<file path="src/rtl/pipe_int_ctrl_pkg.sv">
// Shared types and defaults for the pipeline interrupt sequencer: the per-stage
// enable/flush bundle and the reset-time and free-running control patterns.
package pipe_int_ctrl_pkg;

  localparam logic [31:0] DEF_HANDLER_ADDR = 32'h0000_0100;
  localparam int          DEF_SYNC_STAGES  = 2;
  localparam int          DEF_GUARD_CYCLES = 3;

  typedef struct packed {
    logic en_if;
    logic en_id;
    logic en_exe;
    logic en_mem;
    logic en_wb;
    logic rst_if;
    logic rst_id;
    logic rst_exe;
    logic rst_mem;
    logic rst_wb;
  } stage_ctrl_t;

  // Held in reset: every stage flushed and frozen.
  function automatic stage_ctrl_t ctrl_idle();
    stage_ctrl_t c;
    c = '{en_if: 1'b0, en_id: 1'b0, en_exe: 1'b0, en_mem: 1'b0, en_wb: 1'b0,
          rst_if: 1'b1, rst_id: 1'b1, rst_exe: 1'b1, rst_mem: 1'b1, rst_wb: 1'b1};
    return c;
  endfunction

  function automatic stage_ctrl_t ctrl_run();
    stage_ctrl_t c;
    c = '{en_if: 1'b1, en_id: 1'b1, en_exe: 1'b1, en_mem: 1'b1, en_wb: 1'b1,
          rst_if: 1'b0, rst_id: 1'b0, rst_exe: 1'b0, rst_mem: 1'b0, rst_wb: 1'b0};
    return c;
  endfunction

endpackage

</file>
<file path="src/rtl/pipe_int_ctrl_irq_sync.sv">
// Brings the asynchronous irq line into the clk domain through SYNC_STAGES flops
// and emits a one-cycle pulse on each rising edge of the synchronized level.
module pipe_int_ctrl_irq_sync
  import pipe_int_ctrl_pkg::*;
#(
  parameter int SYNC_STAGES = DEF_SYNC_STAGES
) (
  input  logic clk,
  input  logic rst_n,
  input  logic irq,
  output logic irq_rise
);

  logic [SYNC_STAGES-1:0] sync_p;
  logic                   level_p;

  always_ff @(posedge clk) begin
    if (!rst_n) begin
      sync_p  <= '0;
      level_p <= 1'b0;
    end else begin
      sync_p  <= {sync_p[SYNC_STAGES-2:0], irq};
      level_p <= sync_p[SYNC_STAGES-1];
    end
  end

  assign irq_rise = sync_p[SYNC_STAGES-1] & ~level_p;

endmodule

</file>
<file path="src/rtl/pipe_int_ctrl.sv">
// Pipeline sequencer for the 5-stage MIPS datapath: stage enables/flushes,
// load-use bubbles, single-level external interrupt entry and ERET return.
module pipe_int_ctrl
  import pipe_int_ctrl_pkg::*;
#(
  parameter logic [31:0] HANDLER_ADDR = DEF_HANDLER_ADDR,
  parameter int          SYNC_STAGES  = DEF_SYNC_STAGES,
  parameter int          GUARD_CYCLES = DEF_GUARD_CYCLES
) (
  input  logic        clk,
  input  logic        rst_n,
  input  logic        irq,
  input  logic        int_en,
  input  logic        reg_stall,
  input  logic        id_valid,
  input  logic        is_branch_exe,
  input  logic        is_eret_id,
  input  logic [31:0] inst_addr_id,
  output logic        if_en,
  output logic        id_en,
  output logic        exe_en,
  output logic        mem_en,
  output logic        wb_en,
  output logic        if_rst,
  output logic        id_rst,
  output logic        exe_rst,
  output logic        mem_rst,
  output logic        wb_rst,
  output logic        pc_override,
  output logic [31:0] pc_override_addr,
  output logic [31:0] epc,
  output logic        in_handler,
  output logic        irq_ack
);

  typedef enum logic {ST_RUN, ST_HANDLER} state_t;

  localparam int            GW         = (GUARD_CYCLES < 1) ? 1 : $clog2(GUARD_CYCLES + 1);
  localparam logic [GW-1:0] GUARD_LOAD = GW'(GUARD_CYCLES);

  state_t      state;
  logic        pending;
  logic [GW-1:0] guard;
  logic        irq_rise;
  logic        eret_take;
  logic        accept;
  stage_ctrl_t ctrl;

  pipe_int_ctrl_irq_sync #(
    .SYNC_STAGES(SYNC_STAGES)
  ) u_irq_sync (
    .clk      (clk),
    .rst_n    (rst_n),
    .irq      (irq),
    .irq_rise (irq_rise)
  );

  assign eret_take = (state == ST_HANDLER) & id_valid & is_eret_id;

  // A delay slot or a bubble in ID has no restartable PC, so entry waits for them.
  assign accept = (state == ST_RUN) & pending & int_en & (guard == '0) &
                  id_valid & ~reg_stall & ~is_branch_exe;

  always_comb begin
    ctrl             = ctrl_run();
    pc_override      = 1'b0;
    pc_override_addr = epc;
    if (!rst_n) begin
      ctrl = ctrl_idle();
    end else if (eret_take) begin
      ctrl.rst_id  = 1'b1;
      ctrl.rst_exe = 1'b1;
      pc_override  = 1'b1;
    end else if (accept) begin
      ctrl.rst_id      = 1'b1;
      ctrl.rst_exe     = 1'b1;
      pc_override      = 1'b1;
      pc_override_addr = HANDLER_ADDR;
    end else if (reg_stall) begin
      ctrl.en_if   = 1'b0;
      ctrl.en_id   = 1'b0;
      ctrl.rst_exe = 1'b1;
    end
  end

  assign if_en   = ctrl.en_if;
  assign id_en   = ctrl.en_id;
  assign exe_en  = ctrl.en_exe;
  assign mem_en  = ctrl.en_mem;
  assign wb_en   = ctrl.en_wb;
  assign if_rst  = ctrl.rst_if;
  assign id_rst  = ctrl.rst_id;
  assign exe_rst = ctrl.rst_exe;
  assign mem_rst = ctrl.rst_mem;
  assign wb_rst  = ctrl.rst_wb;

  always_ff @(posedge clk) begin
    if (!rst_n) begin
      state      <= ST_RUN;
      epc        <= '0;
      in_handler <= 1'b0;
      irq_ack    <= 1'b0;
      pending    <= 1'b0;
      guard      <= '0;
    end else begin
      irq_ack <= accept;
      // A new edge landing in the acceptance cycle survives as the next request.
      pending <= irq_rise | (pending & ~accept);
      if (eret_take) begin
        state      <= ST_RUN;
        in_handler <= 1'b0;
        guard      <= GUARD_LOAD;
      end else if (accept) begin
        state      <= ST_HANDLER;
        in_handler <= 1'b1;
        epc        <= inst_addr_id;
      end else if ((state == ST_RUN) && (guard != '0)) begin
        guard <= guard - GW'(1);
      end
    end
  end

endmodule

</file>
<file path="config.mk">
export PLATFORM = sky130hd
export DESIGN_NAME = pipe_int_ctrl
export DESIGN_NICKNAME = d
export VERILOG_FILES = /design/src/rtl/pipe_int_ctrl_pkg.sv /design/src/rtl/pipe_int_ctrl_irq_sync.sv /design/src/rtl/pipe_int_ctrl.sv
export SDC_FILE = /design/constraint.sdc
export NUM_CORES = 1
export LEC_CHECK = 0
export CAP_MARGIN = 25
export CELL_PAD_IN_SITES_DETAIL_PLACEMENT = 1
export CELL_PAD_IN_SITES_GLOBAL_PLACEMENT = 1
export CORE_ASPECT_RATIO = 1.4
export CORE_MARGIN = 2
export CORE_UTILIZATION = 25
export CTS_CLUSTER_SIZE = 25
export DETAILED_ROUTE_END_ITERATION = 10
export PLACE_DENSITY_LB_ADDON = 0.1
export SLEW_MARGIN = 20
export SYNTH_ARGS = -nofsm -noshare
export SYNTH_HDL_FRONTEND = slang
export SYNTH_SLANG_ARGS = --single-unit
</file>
<file path="constraint.sdc">
create_clock -name clk -period 2.05 [get_ports clk]
set_input_delay 0.41 -clock clk [delete_from_list [all_inputs] [get_ports clk]]
set_output_delay 0.41 -clock clk [all_outputs]
set_load 0.02 [all_outputs]
</file>
# --- Yosys cells after proc, flatten, opt, wreduce, memory -nomap -nowiden ---
# Cells that the tools add are included.
totals:
  register_bits: 40
  output_inout_bits: 77
  word_cells: 53
classes:
  add_sub_neg: 1
  eq_ne: 1
  muxes: 19
  bitwise: 18
  reduce_logical: 7
op_table:
  columns: ["cell", "count"]
  rows:
  - ["two-way mux 32 bit", 3]
  - ["two-way mux 2 bit", 10]
  - ["bitwise AND 1 bit", 10]
  - ["inverter 1 bit", 7]
  - ["two-way mux 1 bit", 5]
  - ["two-way mux 4 bit", 1]
  - ["AND reduction 2 bit", 2]
  - ["nonzero test 2 bit", 2]
  - ["zero test 2 bit", 1]
  - ["!= test 2 bit (second input constant)", 1]
  - ["OR reduction 2 bit", 1]
  - ["subtractor 2 x 1 -> 2 bit (second input constant)", 1]
  - ["logical AND 1 bit", 1]
  - ["OR 1 bit", 1]

# --- Logic depth before layout (Yosys ltp) ---
depth:
  word_depth: 10
  ltp_mapped: 7
  depth_no_buf: 5

# --- Cells and area by module ---
# Synthesis repeated with hierarchy kept, for this count alone.
unflattened:
  hier_cells: 220
  area_unflattened_um2: 1885.6
by_module_without_submodules:
  columns: ["mod", "n_inst", "cells_each", "area_each_um2", "seq_area_each_um2"]
  rows:
  - ["pipe_int_ctrl", 1, 213, 1793.0, 740.7]
  - ["pipe_int_ctrl_irq_sync", 1, 7, 92.6, 60.1]

# --- Worst setup path after synthesis ---
# OpenSTA, ideal clock, no wires.
synth_timing:
  path_type: "input to output"
  startpoint: "input rst_n"
  endpoint: "output if_en"
  t_arrival_ns: 1.716
  required_time_ns: 1.640
  slack_ns: -0.076
  path_stages: 5
  n_path_buf: 3
  cell_sequence: "buf_2 clkbuf_1 inv_1 a21oi_1 buf_4"
synth_via:
  elab_chain_cells: 1
synth_rtl:
  columns: ["element", "line", "source"]
  rows:
  - ["start, declared", "pipe_int_ctrl.sv:11", "input logic rst_n,"]
  - ["two-way mux 2 bit", "pipe_int_ctrl.sv:68", "if (!rst_n) begin"]
  - ["end, declared", "pipe_int_ctrl.sv:19", "output logic if_en,"]
# No other way between the ends.

# --- Worst setup path after layout ---
layout_timing:
  startpoint: "input id_valid"
  endpoint: "output pc_override_addr[18]"
layout_via:
  elab_chain_cells: 6
layout_rtl:
  columns: ["element", "line", "source"]
  rows:
  - ["start, declared", "pipe_int_ctrl.sv:15", "input logic id_valid,"]
  - ["bitwise AND 1 bit", "pipe_int_ctrl.sv:61", "assign accept = (state == ST_RUN) & pending & int_en & (guard == '0) &"]
  - ["bitwise AND 1 bit (2 in a row)", "pipe_int_ctrl.sv:62", "id_valid & ~reg_stall & ~is_branch_exe;"]
  - ["two-way mux 32 bit", "pipe_int_ctrl.sv:74", "end else if (accept) begin"]
  - ["two-way mux 32 bit *", "pipe_int_ctrl.sv:70", "end else if (eret_take) begin"]
  - ["two-way mux 32 bit *", "pipe_int_ctrl.sv:68", null]
  - ["end, declared", "pipe_int_ctrl.sv:30", "output logic [31:0] pc_override_addr,"]
# Mark *: on every way between the ends. The rest lies on a longest branch, timed or not.

==> impl_metrics.csv <==
group,metric,value,unit
die,core_area,7270,um2
clock_network,cts_num_sinks,40,
sta,rsz0062_at_grt,"true",
synth,syn_area,1860,um2
synth,seq_area_frac_synth,0.430,
placement,dpl_cell_area,3140,um2
die,die_x,76.9,um
pwr,irDropWorstVdd,221,uV
synth,synth-edff-count,0,
sta,slew_headroom,0.578,
pwr,leakage,1.38,nW
clock_network,max-clock-path-buffers,2,
hold_path,holdPathStages,1,
global_routing,grt_pass1_vias,2048,
setup_path,r2r_start,"guard[1]",
sta,drv_slew,0,
run,cap_violations,0,
clock_network,htree_num_levels,2,
sta,hold_viol,0,
die,rows,37,
setup_path,cp_data_arrival_time,1.75,ns
global_routing,grt_max_degree,68,
sta,max_freq,463,MHz
clock_network,clk_pin_slew,0.07,ns
route,drt-initial-drc-count,60,
synth,synth_seq_cells,40,
synth,async_reset_ff_frac,0,
global_routing,grt_usage,0.152,
placement,dp_hpwl,4260,um
global_routing,grt_antenna_before_repair,0,
route,drc,0,
sta,post-route-period-util,1.05,
synth,synthCells,219,
sta,finalClockSkew,0.00286,ns
die,die_h,106,um
sta,worstMarginPinSlew,0.634,ns
synth,yosysUniqueCellTypes,22,
synth,synth_area_leaders,"dfxtp_1 43%, mux2i_1 17%, nand2_1 14%",
synth,syn-num-nets,260,
setup_path,critPathMaxStageDelay,0.48,ns
placement,port_buffers,116,
cells_and_area,mostFrequentLayoutCell,"clkdlybuf4s50_1",
die,die_area,8160,um2
die,start_util,0.256,
setup_path,criticalPathCategory,"primary input to output pin",
run_status,failed_checks,"negative setup slack",
cells_and_area,final_cell_mix,"76 x clkdlybuf4s50_1, 67 x nand2_1, 38 x dfxtp_1",
pwr,pwr_density_cell,484,nW/um2
sta,setup_slack,-0.110,ns
route,vias,1905,
synth,synthDominantCellAreaShare,0.430,
cells_and_area,antenna_cells,0,
placement,gp_congestion,0.721,
route,viasPerCell,4.34,
cells_and_area,nNetsFinal,382,
setup_path,r2r_cells,6,
setup_path,crit_path_end_kind,"output pin",
synth,yosys_warnings,0,
setup_path,path_depth,7,
clock_network,cts_tree,"done",
sta,period_needed,2.16,ns
setup_path,critPathLaunchType,"primary input",
clock_network,clk_latency,0.29,ns
setup_path,r2r-end,"epc[28]",
setup_path,endpoint,"pc_override_addr[18]",
route,firstDrtPassIters,4,
cells_and_area,final_core_util,0.472,
run_status,outcome,"finished with violations",
clock_network,ctsRootBufferMaster,"clkbuf_8",
die,ios,117,
setup_path,worstPathCellList,"clkdlybuf4s50_1 > and2_4 > nand4_1 > buf_6 > buf_6 > and2_1 > buf_6",
cells_and_area,drive_gt1_frac,0.298,
pwr,p_total,1.66,mW
synth,synthFlopType,"dfxtp_1",
setup_path,worstSetupStartpoint,"id_valid",
setup_path,cp_max_fo,7,
synth,yosysTopAreaCell,"dfxtp_1",
route,wire_per_inst,13.6,um
cells_and_area,area_delta_synth_final,84.4,%
cells_and_area,fill_cells,872,
setup_path,critPathBufInv,4,
sta,hold_slack,0.433,ns
synth,syn_avg_cell_area,8.50,um2
sta,setup_viol,32,
setup_path,r2r_slack,0.26,ns
global_routing,grt_pass1_wl,9850,um
setup_path,critPathTopFamily,"buffers and inverters",
setup_path,cp.required,1.64,ns
route,routed_wl,5990,um
global_routing,grt_overflow_total,0,
setup_path,slowest_stage,"clkdlybuf4s50_1",
clock_network,numCtsBuffers,5,
cells_and_area,final_area,3430,um2
hold_path,hold_class,"register to register",
setup_path,crit_top_cell,"buf_6",
route,ant_nets,0,
==> cell type report <==
| type | instances | area, um2 | area share |
|---|---|---|---|
| clock buffer | 8 | 90.1 | 0.0262 |
| timing repair buffer | 136 | 1380 | 0.403 |
| tap | 97 | 121 | 0.0353 |
| inverter | 6 | 22.5 | 0.00656 |
| multi-input combinational | 152 | 1010 | 0.295 |
| sequential | 40 | 803 | 0.234 |
==> logic make-up after synthesis <==
kind of cell | Yosys count | synth area share
xor gates and xnor gates | 1 | 0.00471
AOI/OAI and AO/OA | 7 | 0.0202
muxes | 32 | 0.172
adders and majority gates | 1 | 0.00672
buffers and inverters | 27 | 0.0833
and+or+nand+nor | 111 | 0.283
DFF | 40 | 0.430
==> metrics by stage <==
step	cells	setup TNS [ns]	setup slack [ns]
finish	439	-2.89	-0.110
global route	439	-5.78	-0.201
CTS	439	-3.20	-0.116
detailed placement	428	-24.61	-0.603
global placement	428	-23.42	-0.593
floorplan	219	0	0.0856
==> per-layer routing <==
metal	part of all wire	vias up	global-route usage
met5	0	-	0
met1	0.36	912	0.155
met3	0.060	4	0.0416
li1	-	931	-
met4	0.0095	0	0.0468
met2	0.57	58	0.295
==> flip-flops by register name, summed over array words and instances (netlist names) <==
register	count
epc	32
guard	2
u_irq_sync.sync_p	2
irq_ack	1
pending	1
state	1
u_irq_sync.level_p	1
==> how the worst min path moves through the flow <==
stage | start | endpoint | slack (ns)
after floorplan | u_irq_sync.level_p | pending | 0.41
after global placement | u_irq_sync.level_p | pending | 0.41
after detailed placement | u_irq_sync.sync_p[0] | u_irq_sync.sync_p[1] | 0.43
after CTS | u_irq_sync.level_p | pending | 0.44
after global routing | u_irq_sync.level_p | pending | 0.45
final | u_irq_sync.level_p | pending | 0.43
==> Yosys cell counts (all sizes together) (2+ instances only) <==
| cell type | number |
|---|---|
| clkbuf | 10 |
| nand2 | 67 |
| buf | 11 |
| and2 | 34 |
| or3 | 2 |
| a21oi | 4 |
| mux2i | 32 |
| inv | 6 |
| dfxtp | 40 |
| nand3 | 3 |
==> power by group <==
part / leakage [nW] / internal, mW / switching (mW)
Clock: 0.0455 / 0.275 / 0.270
Combinational: 1.02 / 0.179 / 0.126
Sequential: 0.324 / 0.799 / 0.0116
==> what timing repair did <==
action                                  in CTS  in global routing
hold endpoints to repair                     0                  0
endpoints found under the setup margin      37                 37
pin swaps                                   21                  1
gates resized for setup                    256                  4
buffers inserted                             1                  0
hold buffers                                 0                  0
cloned                                       2                  0
Power figures use the tool's default switching activity.
